===== config.mk =====
export PLATFORM = sky130hd
export DESIGN_NAME = riscv_run_ctrl
export DESIGN_NICKNAME = d
export VERILOG_FILES = /design/src/rtl/riscv_run_pkg.sv /design/src/rtl/run_cycle_counter.sv /design/src/rtl/riscv_run_ctrl.sv
export SDC_FILE = /design/constraint.sdc
export NUM_CORES = 1
export LEC_CHECK = 0
export CORE_MARGIN = 3
export CORE_UTILIZATION = 40
export DETAILED_ROUTE_END_ITERATION = 8
export MAX_ROUTING_LAYER = met4
export PLACE_DENSITY = 0.82
export SYNTH_ARGS = -nofsm -noshare
export SYNTH_HDL_FRONTEND = slang
export SYNTH_HIERARCHICAL = 1
export SYNTH_SLANG_ARGS = --single-unit

===== constraint.sdc =====
create_clock -name clk -period 3.2 [get_ports clk]
set_input_delay 0.32 -clock clk [delete_from_list [all_inputs] [get_ports clk]]
set_output_delay 0.32 -clock clk [all_outputs]
set_load 0.05 [all_outputs]

===== src/rtl/riscv_run_pkg.sv =====
// ============================================================================
// Module  : riscv_run_pkg
// Purpose : Shared types and constants for the RISC-V run controller.
//           Provides the controller state enum, the default tohost address,
//           the tohost value that means "test passed", and a helper that
//           sizes small counters.
// Ports   : none (package)
// Revision: 1.0 - initial release
// ============================================================================
`default_nettype none

package riscv_run_pkg;

    // Controller states.
    typedef enum logic [1:0] {
        IDLE  = 2'd0,
        RESET = 2'd1,
        RUN   = 2'd2,
        DONE  = 2'd3
    } run_state_e;

    // Store address that the test program writes to report completion.
    localparam logic [31:0] DEFAULT_TOHOST_ADDR = 32'h0000_0100;

    // tohost value meaning "passed"; any other odd value is a failure code.
    localparam int unsigned TOHOST_PASS = 1;

    // Bits needed to hold the values 0..n (at least one bit).
    function automatic int cnt_width(input int unsigned n);
        return (n < 2) ? 1 : $clog2(n + 1);
    endfunction

endpackage : riscv_run_pkg

`default_nettype wire


===== src/rtl/run_cycle_counter.sv =====
// ============================================================================
// Module  : run_cycle_counter
// Purpose : Up-counter with synchronous clear and enable, plus a flag that is
//           high while the count equals LIMIT-1 (the last cycle of a budget
//           of LIMIT cycles).
// Ports   : clk      - clock
//           srst     - synchronous active-high reset (clears the count)
//           i_clr    - synchronous clear, takes priority over i_en
//           i_en     - count enable
//           o_count  - current count
//           o_tc     - terminal-count flag (o_count == LIMIT-1)
// Revision: 1.0 - initial release
// ============================================================================
`default_nettype none

module run_cycle_counter
    import riscv_run_pkg::*;
#(
    parameter int          CNT_W = 32,
    parameter int unsigned LIMIT = 1
) (
    input  logic             clk,
    input  logic             srst,
    input  logic             i_clr,
    input  logic             i_en,
    output logic [CNT_W-1:0] o_count,
    output logic             o_tc
);

    localparam logic [CNT_W-1:0] c_last = CNT_W'(LIMIT - 1);
    localparam logic [CNT_W-1:0] c_one  = CNT_W'(1);

    logic [CNT_W-1:0] r_count;

    always_ff @(posedge clk) begin
        if (srst || i_clr) begin
            r_count <= '0;
        end else if (i_en) begin
            r_count <= r_count + c_one;
        end
    end

    assign o_count = r_count;
    assign o_tc    = (r_count == c_last);

endmodule : run_cycle_counter

`default_nettype wire


===== src/rtl/riscv_run_ctrl.sv =====
// ============================================================================
// Module  : riscv_run_ctrl
// Purpose : Run controller for a RISC-V core. Holds the core in reset for
//           RST_CYCLES after start, lets it run, and stops it when the program
//           stores an odd value to TOHOST_ADDR (halt) or when the run-cycle
//           budget MAX_CYCLES is exhausted (timeout). Reports pass, exit code
//           and the number of run cycles.
// Ports   : clk, srst            - clock, synchronous active-high reset
//           start                - pulse: begin a run (IDLE) or restart (DONE)
//           core_srst            - reset to the core (high outside RUN)
//           dmem_we/addr/wdata   - monitored core data-memory write bus
//           pc                   - core program counter (hang detection only)
//           running, done        - status
//           pass, timeout, hang  - result flags, valid while done
//           exit_code            - tohost data >> 1
//           cycle_count          - run cycles elapsed
// Options : define RISCV_RUN_CTRL_HANG_DET_EN to stop the run when the pc
//           stays unchanged for two consecutive comparisons (self-loop).
//           Without it pc is ignored and hang is always 0.
// Revision: 1.0 - initial release
// ============================================================================
`default_nettype none

module riscv_run_ctrl
    import riscv_run_pkg::*;
#(
    parameter int                 XLEN        = 32,
    parameter int                 CNT_W       = 32,
    parameter int unsigned        RST_CYCLES  = 1,
    parameter int unsigned        MAX_CYCLES  = 20,
    parameter logic [XLEN-1:0]    TOHOST_ADDR = XLEN'(DEFAULT_TOHOST_ADDR)
) (
    input  logic             clk,
    input  logic             srst,
    input  logic             start,
    output logic             core_srst,
    input  logic             dmem_we,
    input  logic [XLEN-1:0]  dmem_addr,
    input  logic [XLEN-1:0]  dmem_wdata,
    input  logic [XLEN-1:0]  pc,
    output logic             running,
    output logic             done,
    output logic             pass,
    output logic             timeout,
    output logic             hang,
    output logic [XLEN-2:0]  exit_code,
    output logic [CNT_W-1:0] cycle_count
);

    localparam int c_rst_w = cnt_width(RST_CYCLES);

    run_state_e r_state;
    run_state_e w_state_nxt;

    logic            w_rst_tc;
    logic            w_cyc_tc;
    logic            w_halt;
    logic            w_pass_hit;
    logic            w_hang;
    logic [c_rst_w-1:0] w_unused_rst_cnt;

    // Result update controls and next values, produced by the FSM.
    logic            w_res_clr;
    logic            w_res_load;
    logic            w_pass_nxt;
    logic            w_timeout_nxt;
    logic            w_hang_nxt;
    logic [XLEN-2:0] w_exit_nxt;

    // Registered outputs.
    logic            r_core_srst;
    logic            r_running;
    logic            r_done;
    logic            r_pass;
    logic            r_timeout;
    logic            r_hang;
    logic [XLEN-2:0] r_exit_code;

    // ------------------------------------------------------------------
    // Counters. The reset-phase counter is held at zero outside RESET so
    // every RESET entry starts a fresh phase. The run counter is cleared
    // only on the RESET->RUN transition so that after a restart it keeps
    // showing the previous run's length until the new run begins.
    // ------------------------------------------------------------------
    run_cycle_counter #(
        .CNT_W (c_rst_w),
        .LIMIT (RST_CYCLES)
    ) u_rst_cnt (
        .clk     (clk),
        .srst    (srst),
        .i_clr   (r_state != RESET),
        .i_en    (r_state == RESET),
        .o_count (w_unused_rst_cnt),
        .o_tc    (w_rst_tc)
    );

    run_cycle_counter #(
        .CNT_W (CNT_W),
        .LIMIT (MAX_CYCLES)
    ) u_run_cnt (
        .clk     (clk),
        .srst    (srst),
        .i_clr   ((r_state == RESET) && w_rst_tc),
        .i_en    (r_state == RUN),
        .o_count (cycle_count),
        .o_tc    (w_cyc_tc)
    );

    // ------------------------------------------------------------------
    // tohost monitoring: only an odd value ends the run.
    // ------------------------------------------------------------------
    assign w_halt     = dmem_we && (dmem_addr == TOHOST_ADDR) && dmem_wdata[0];
    assign w_pass_hit = (dmem_wdata == XLEN'(TOHOST_PASS));

    // ------------------------------------------------------------------
    // Self-loop detection. A hang is flagged when the current pc matches
    // the previous one and the previous cycle also matched, i.e. the same
    // pc was seen in three consecutive RUN cycles. The history is dropped
    // whenever the controller is not in RUN.
    // ------------------------------------------------------------------
`ifdef RISCV_RUN_CTRL_HANG_DET_EN
    logic [XLEN-1:0] r_prev_pc;
    logic            r_prev_vld;
    logic            r_match_d;
    logic            w_pc_match;

    assign w_pc_match = r_prev_vld && (pc == r_prev_pc);

    always_ff @(posedge clk) begin
        if (srst || (r_state != RUN)) begin
            r_prev_vld <= 1'b0;
            r_match_d  <= 1'b0;
        end else begin
            r_prev_vld <= 1'b1;
            r_match_d  <= w_pc_match;
        end
    end

    always_ff @(posedge clk) begin
        if (r_state == RUN) begin
            r_prev_pc <= pc;
        end
    end

    assign w_hang = w_pc_match && r_match_d;
`else
    logic w_unused_pc;
    assign w_unused_pc = ^pc;
    assign w_hang      = 1'b0;
`endif

    // ------------------------------------------------------------------
    // FSM: state register.
    // ------------------------------------------------------------------
    always_ff @(posedge clk) begin
        if (srst) begin
            r_state <= IDLE;
        end else begin
            r_state <= w_state_nxt;
        end
    end

    // ------------------------------------------------------------------
    // FSM: next state and result updates. Halt beats hang beats timeout.
    // ------------------------------------------------------------------
    always_comb begin
        w_state_nxt   = r_state;
        w_res_clr     = 1'b0;
        w_res_load    = 1'b0;
        w_pass_nxt    = 1'b0;
        w_timeout_nxt = 1'b0;
        w_hang_nxt    = 1'b0;
        w_exit_nxt    = '0;

        case (r_state)
            IDLE: begin
                if (start) begin
                    w_state_nxt = RESET;
                    w_res_clr   = 1'b1;
                end
            end
            RESET: begin
                if (w_rst_tc) begin
                    w_state_nxt = RUN;
                end
            end
            RUN: begin
                if (w_halt) begin
                    w_state_nxt = DONE;
                    w_res_load  = 1'b1;
                    w_pass_nxt  = w_pass_hit;
                    w_exit_nxt  = dmem_wdata[XLEN-1:1];
                end else if (w_hang) begin
                    w_state_nxt = DONE;
                    w_res_load  = 1'b1;
                    w_hang_nxt  = 1'b1;
                end else if (w_cyc_tc) begin
                    w_state_nxt   = DONE;
                    w_res_load    = 1'b1;
                    w_timeout_nxt = 1'b1;
                end
            end
            DONE: begin
                if (start) begin
                    w_state_nxt = RESET;
                    w_res_clr   = 1'b1;
                end
            end
            default: begin
                w_state_nxt = IDLE;
            end
        endcase
    end

    // ------------------------------------------------------------------
    // Output registers. Status bits are decoded from the next state so
    // they line up with the state register without a combinational path.
    // ------------------------------------------------------------------
    always_ff @(posedge clk) begin
        if (srst) begin
            r_core_srst <= 1'b1;
            r_running   <= 1'b0;
            r_done      <= 1'b0;
            r_pass      <= 1'b0;
            r_timeout   <= 1'b0;
            r_hang      <= 1'b0;
            r_exit_code <= '0;
        end else begin
            r_core_srst <= (w_state_nxt != RUN);
            r_running   <= (w_state_nxt == RUN);
            r_done      <= (w_state_nxt == DONE);
            if (w_res_clr) begin
                r_pass      <= 1'b0;
                r_timeout   <= 1'b0;
                r_hang      <= 1'b0;
                r_exit_code <= '0;
            end else if (w_res_load) begin
                r_pass      <= w_pass_nxt;
                r_timeout   <= w_timeout_nxt;
                r_hang      <= w_hang_nxt;
                r_exit_code <= w_exit_nxt;
            end
        end
    end

    assign core_srst = r_core_srst;
    assign running   = r_running;
    assign done      = r_done;
    assign pass      = r_pass;
    assign timeout   = r_timeout;
    assign hang      = r_hang;
    assign exit_code = r_exit_code;

endmodule : riscv_run_ctrl

`default_nettype wire


**Word-level counts from Yosys, hierarchy flattened**

Cells that the tools add are included.

- Register bits after elaboration: 71
- Latch bits: 0
- Memory bits (writable): 0
- Bits in read-only memories: 0
- Word-level logic and storage cells: 46
- Memories kept: 0

- Add/sub/neg operators: 2
- Multipliers: 0
- Divide/modulo/power cells: 0
- $lt $le $gt $ge: 0
- Equality and inequality tests: 10
- Shifts and indexed selects: 0
- Multiplexer cells: 16
- Bitwise logic cells: 1
- Reduce and logical (&&, ||, !) cells: 8

Operators by type and width:

| cell | count |
|---|---|
| 2-to-1 mux 31 bit | 2 |
| adder 32 x 1 -> 32 bit, second input constant | 1 |
| == test 32 x 1 -> 1 bit, second input constant | 1 |
| == test 32 x 5 -> 1 bit, second input constant | 1 |
| == test 32 x 9 -> 1 bit, second input constant | 1 |
| 2-to-1 mux 1 bit | 9 |
| == test 2 bit, second input constant | 4 |
| 2-to-1 mux 2 bit | 4 |
| case mux 2 bit (3 select lines) | 1 |
| OR reduction 2 bit | 2 |
| logical AND 1 bit | 3 |
| == test 2 x 1 -> 1 bit, second input constant | 1 |
| zero test 2 bit | 1 |
| logical OR 1 bit | 2 |
| != test 2 x 1 -> 1 bit, second input constant | 1 |
| != test 2 bit, second input constant | 1 |
| adder 1 bit, second input constant | 1 |
| inverter 1 bit | 1 |

**Depth between registers and ports, before layout**

- Depth after elaboration: 6
- Mapped depth: 9

**Hierarchy**

The synthesis kept the hierarchy.

By module, submodules not included:

| module | times used | cells each | area an instance (sq um) | seq. area each (sq um) |
|---|---|---|---|---|
| run_cycle_counter (u_run_cnt) | 1 | 197 | 1641.6 | 640.6 |
| riscv_run_ctrl | 1 | 136 | 1535.2 | 760.7 |
| run_cycle_counter (u_rst_cnt) | 1 | 4 | 42.5 | 20.0 |

**Worst setup path before layout**

No wires, ideal clock.

- Path kind: register to register
- Start point: register u_run_cnt.r_count[0], in the netlist u_run_cnt/o_count[0]
- End point: register u_run_cnt.r_count[26], in the netlist u_run_cnt/o_count[26]
- Setup time: 0.070 ns
- Data arrival time: 2.294 ns
- Data required time: 3.130 ns
- Slack: 0.836 ns
- Cell stages (with the launch flop): 7
- Buffers on the path: 1
- Clock period less this slack: 2.364 ns
- Path through: dfxtp_1 ha_1 nand4_2 or3_1 clkbuf_1 or4_1 a21oi_1

- Longest elaborated chain between the ends: 1

Ends and longest elaborated chain:

| element | line | RTL |
|---|---|---|
| from (decl) | run_cycle_counter.sv:33 | `logic [CNT_W-1:0] r_count;` |
| from (signal assigned) | run_cycle_counter.sv:39 | `r_count <= r_count + c_one;` |
| adder 32 x 1 -> 32 bit | run_cycle_counter.sv:39 |  |

Every way passes these cells.
A chain may end at the register's enable or synchronous reset.

**Final worst setup path**

- Start point: register u_run_cnt.r_count[13], in the netlist u_run_cnt/o_count[13]
- End point: register u_run_cnt.r_count[24], in the netlist u_run_cnt/o_count[24]

The elaborated chain is that of the path after synthesis.

==> results.yml <==
yosys:
  yosysUniqueCellTypes: 50
  synthCells: 337
  synth_warnings: 6
  synth-seq-cells: 71
  syn_avg_cell_area_um2: 9.55
  yosys.area.top_type: "dfxtp_1"
  netlist_area_um2: 3220
  seq_area_frac_synth_pct: 44.2
  yosysMostFrequentCell: "dfxtp_1"
  synth_nets: 441
  synth_ff_type: "dfxtp_1"
  synth_top_area_share_pct: 44.2
  synth_edf_count: 0
  synth_area_leaders: "dfxtp_1 (44%), a22o_1 (8.7%), nor4_1 (5.2%)"
  synth_common_cells: "dfxtp_1 (71), a22o_1 (32), nor4_1 (27)"
  synthArstFlopShare_pct: 0
setup_path:
  critical_path.cell_chain: "nand3_1 -> or4_1 -> or4_1 -> a21oi_1"
  ff2ff_setup_slack_ns: 0.88
  cp-endpoint: "u_run_cnt/o_count[24]"
  required_ns: 3.47
  crit_type: "flip-flop to flip-flop"
  cp.arrival_ns: 2.58
  path_buf_inv: 0
  cp_max_fo: 12
  max_stage_delay_ns: 0.75
  r2r_cells: 4
  startpoint: "u_run_cnt/o_count[13]"
  endpoint_kind: "flip-flop"
  cp.depth: 4
  slowest_stage: "or4_1"
  crit_top_cell: "or4_1"
  timing.rr.start: "u_run_cnt/o_count[13]"
  cp-start-kind: "flip-flop"
  r2r_end: "u_run_cnt/o_count[24]"
  crit_family: "simple AND/OR/NAND/NOR gates"
cells_and_area:
  insertedDiodeCount: 0
  nets: 570
  drive_above_1_share_pct: 7.86
  synthToLayoutAreaGrowth_pct: 49.5
timing:
  finClkSkew_ns: 0.0116
  max_freq_mhz: 432
  setup_viol: 0
  slew_headroom_pct: 50.8
  hold_viol: 0
  finalWorstSetupSlack_ns: 0.884
  grt_setup_unrepaired: "false"
  drv_slew: 0
  worst_pin_slew_ns: 0.733
  period_share_pct: 72.4
  finalCriticalPeriod_ns: 2.32
  setup-tns-final_ns: 0
place:
  dp_hpwl_um: 7240
  preCtsSetupSlack_ns: 0.853
  globalplace.congestion: 0.834
  io_buffers: 135
floorplan:
  die_area_um2: 9160
  die_x_um: 95.7
  row_count: 32
  core_um2: 7770
  floorplan.initialDensity_pct: 41.4
  io_pins: 169
  die_y_um: 95.7
clocking:
  clock-sinks: 71
  post_cts_buffers: 0
  cts_buffers: 9
  clk_latency_ns: 0.34
  cts_hold_buf: 0
  root_buffer: "clkbuf_8"
  clk_pin_slew_worst_paths_ns: 0.08
  htree_num_levels: 3
  cts_tree: "yes"
  clk_path_buf_depth: 2
  ctsResizeCount: 0
job:
  max_cap_violations: 0
route:
  first_iter_violations: 154
  drcViolationCount: 0
  routed_wl_um: 9630
  dr.pass1.iters: 4
  ant_nets: 0
  routed_via_density: 5.63
  vias: 3227
  wire_per_inst_um: 16.8
global_routing:
  grt_pass1_vias: 2999
  grt_max_degree: 33
  grt_pass1_wl_um: 14700
  grt_use_total_pct: 21.1
  grt.overflow.total: 0
  antenna_found_initial: 0
worst_hold_path:
  hp-class: "flip-flop to flip-flop"
  whs_path_depth: 1
pwr:
  p_per_area_nw_per_um2: 442
  ir_drop_mv: 0.300
  leakagePower_nw: 1.61
  p_total_w: 0.00213
run_status:
  status: "finished clean"
-- flip-flops by register name, summed over array words and instances (netlist names) --
name,flops
u_run_cnt/o_count,32
u_rst_cnt/o_count,1
done,1
pass,1
exit_code,31
timeout,1
r_state,2
running,1
core_srst,1
-- how the worst min path moves through the flow --
| stage | startpoint | endpoint | slack, ns |
|---|---|---|---|
| floorplan | srst | u_rst_cnt/o_count | 0.39 |
| global placement | exit_code[1] | exit_code[1] | 0.46 |
| detailed placement | pass | pass | 0.47 |
| CTS | exit_code[5] | exit_code[5] | 0.49 |
| global route | exit_code[25] | exit_code[25] | 0.50 |
| finish | exit_code[27] | exit_code[27] | 0.49 |
-- layout by cell type (no fill, tap or decap), drive strengths merged, types with 2 or more instances in the layout --
cell	count
inv	13
clkdlybuf4s50	135
and4	3
clkbuf	9
a21oi	16
nand4	16
or2	3
nand2	19
ha	4
dfxtp	71
or4	10
or3	8
nor4b	4
nor3	10
nor4	29
o31ai	9
bufinv	2
mux2i	5
a31oi	2
o21ai	5
nor2	21
buf	3
xor2	3
and2	2
o21a	2
a22o	32
nand3	11
xnor2	11
-- stage by stage --
stage          hold slack, ns  instance area (µm²)  utilization (%)  cells
6_report                0.487                 4810             62.0    573
5_1_grt                 0.505                 4810             62.0    573
4_1_cts                 0.492                 4810             62.0    573
3_5_place_dp            0.466                 4590             59.1    557
3_3_place_gp            0.461                 4590             59.1    557
2_1_floorplan           0.391                 3220                -    337
-- routing by layer --
| layer | routed length (µm) | global-route usage (%) | up-vias |
|---|---|---|---|
| met2 | 4830 | 32.7 | 99 |
| met5 | 0 | - | - |
| li1 | - | - | 1551 |
| met3 | 537 | 4.53 | 27 |
| met1 | 3930 | 26.2 | 1550 |
| met4 | 333 | 10.3 | 0 |
-- logic make-up (layout without fill, tap and decap cells) --
| logic type | after synthesis | in the layout | share of synthesized area [%] |
|---|---|---|---|
| AO/OA/AOI/OAI | 73 | 73 | 17.4 |
| XOR/XNOR | 14 | 14 | 3.81 |
| adder cells (fa/ha/maj) | 4 | 4 | 1.55 |
| buffers and inverters | 30 | 164 | 5.32 |
| flip-flops | 71 | 71 | 44.2 |
| multiplexers | 5 | 5 | 1.55 |
| other | 1 | 1 | 0.116 |
| AND/OR/NAND/NOR | 139 | 139 | 26.1 |
-- layout make-up --
class	count	area, µm²
Clock buffer	9	124
Multi-Input combinational cell	236	1630
Fill cell	666	2950
Timing Repair Buffer	138	1370
Clock inverter	7	103
Sequential cell	71	1420
Inverter	10	37.5
Tap cell	102	128
-- power by group --
group          switching, W  internal [W]
clock network      0.000366      0.000449
registers         0.0000173      0.000904
logic              0.000224      0.000166
total              0.000607       0.00152
-- worst register-to-register path: stages (launching register included) --
cell     delay, ns
dfxtp_1       0.44
nand3_1       0.36
or4_1         0.75
or4_1         0.55
a21oi_1       0.15
Note: power is estimated with default switching activity, not from simulation.
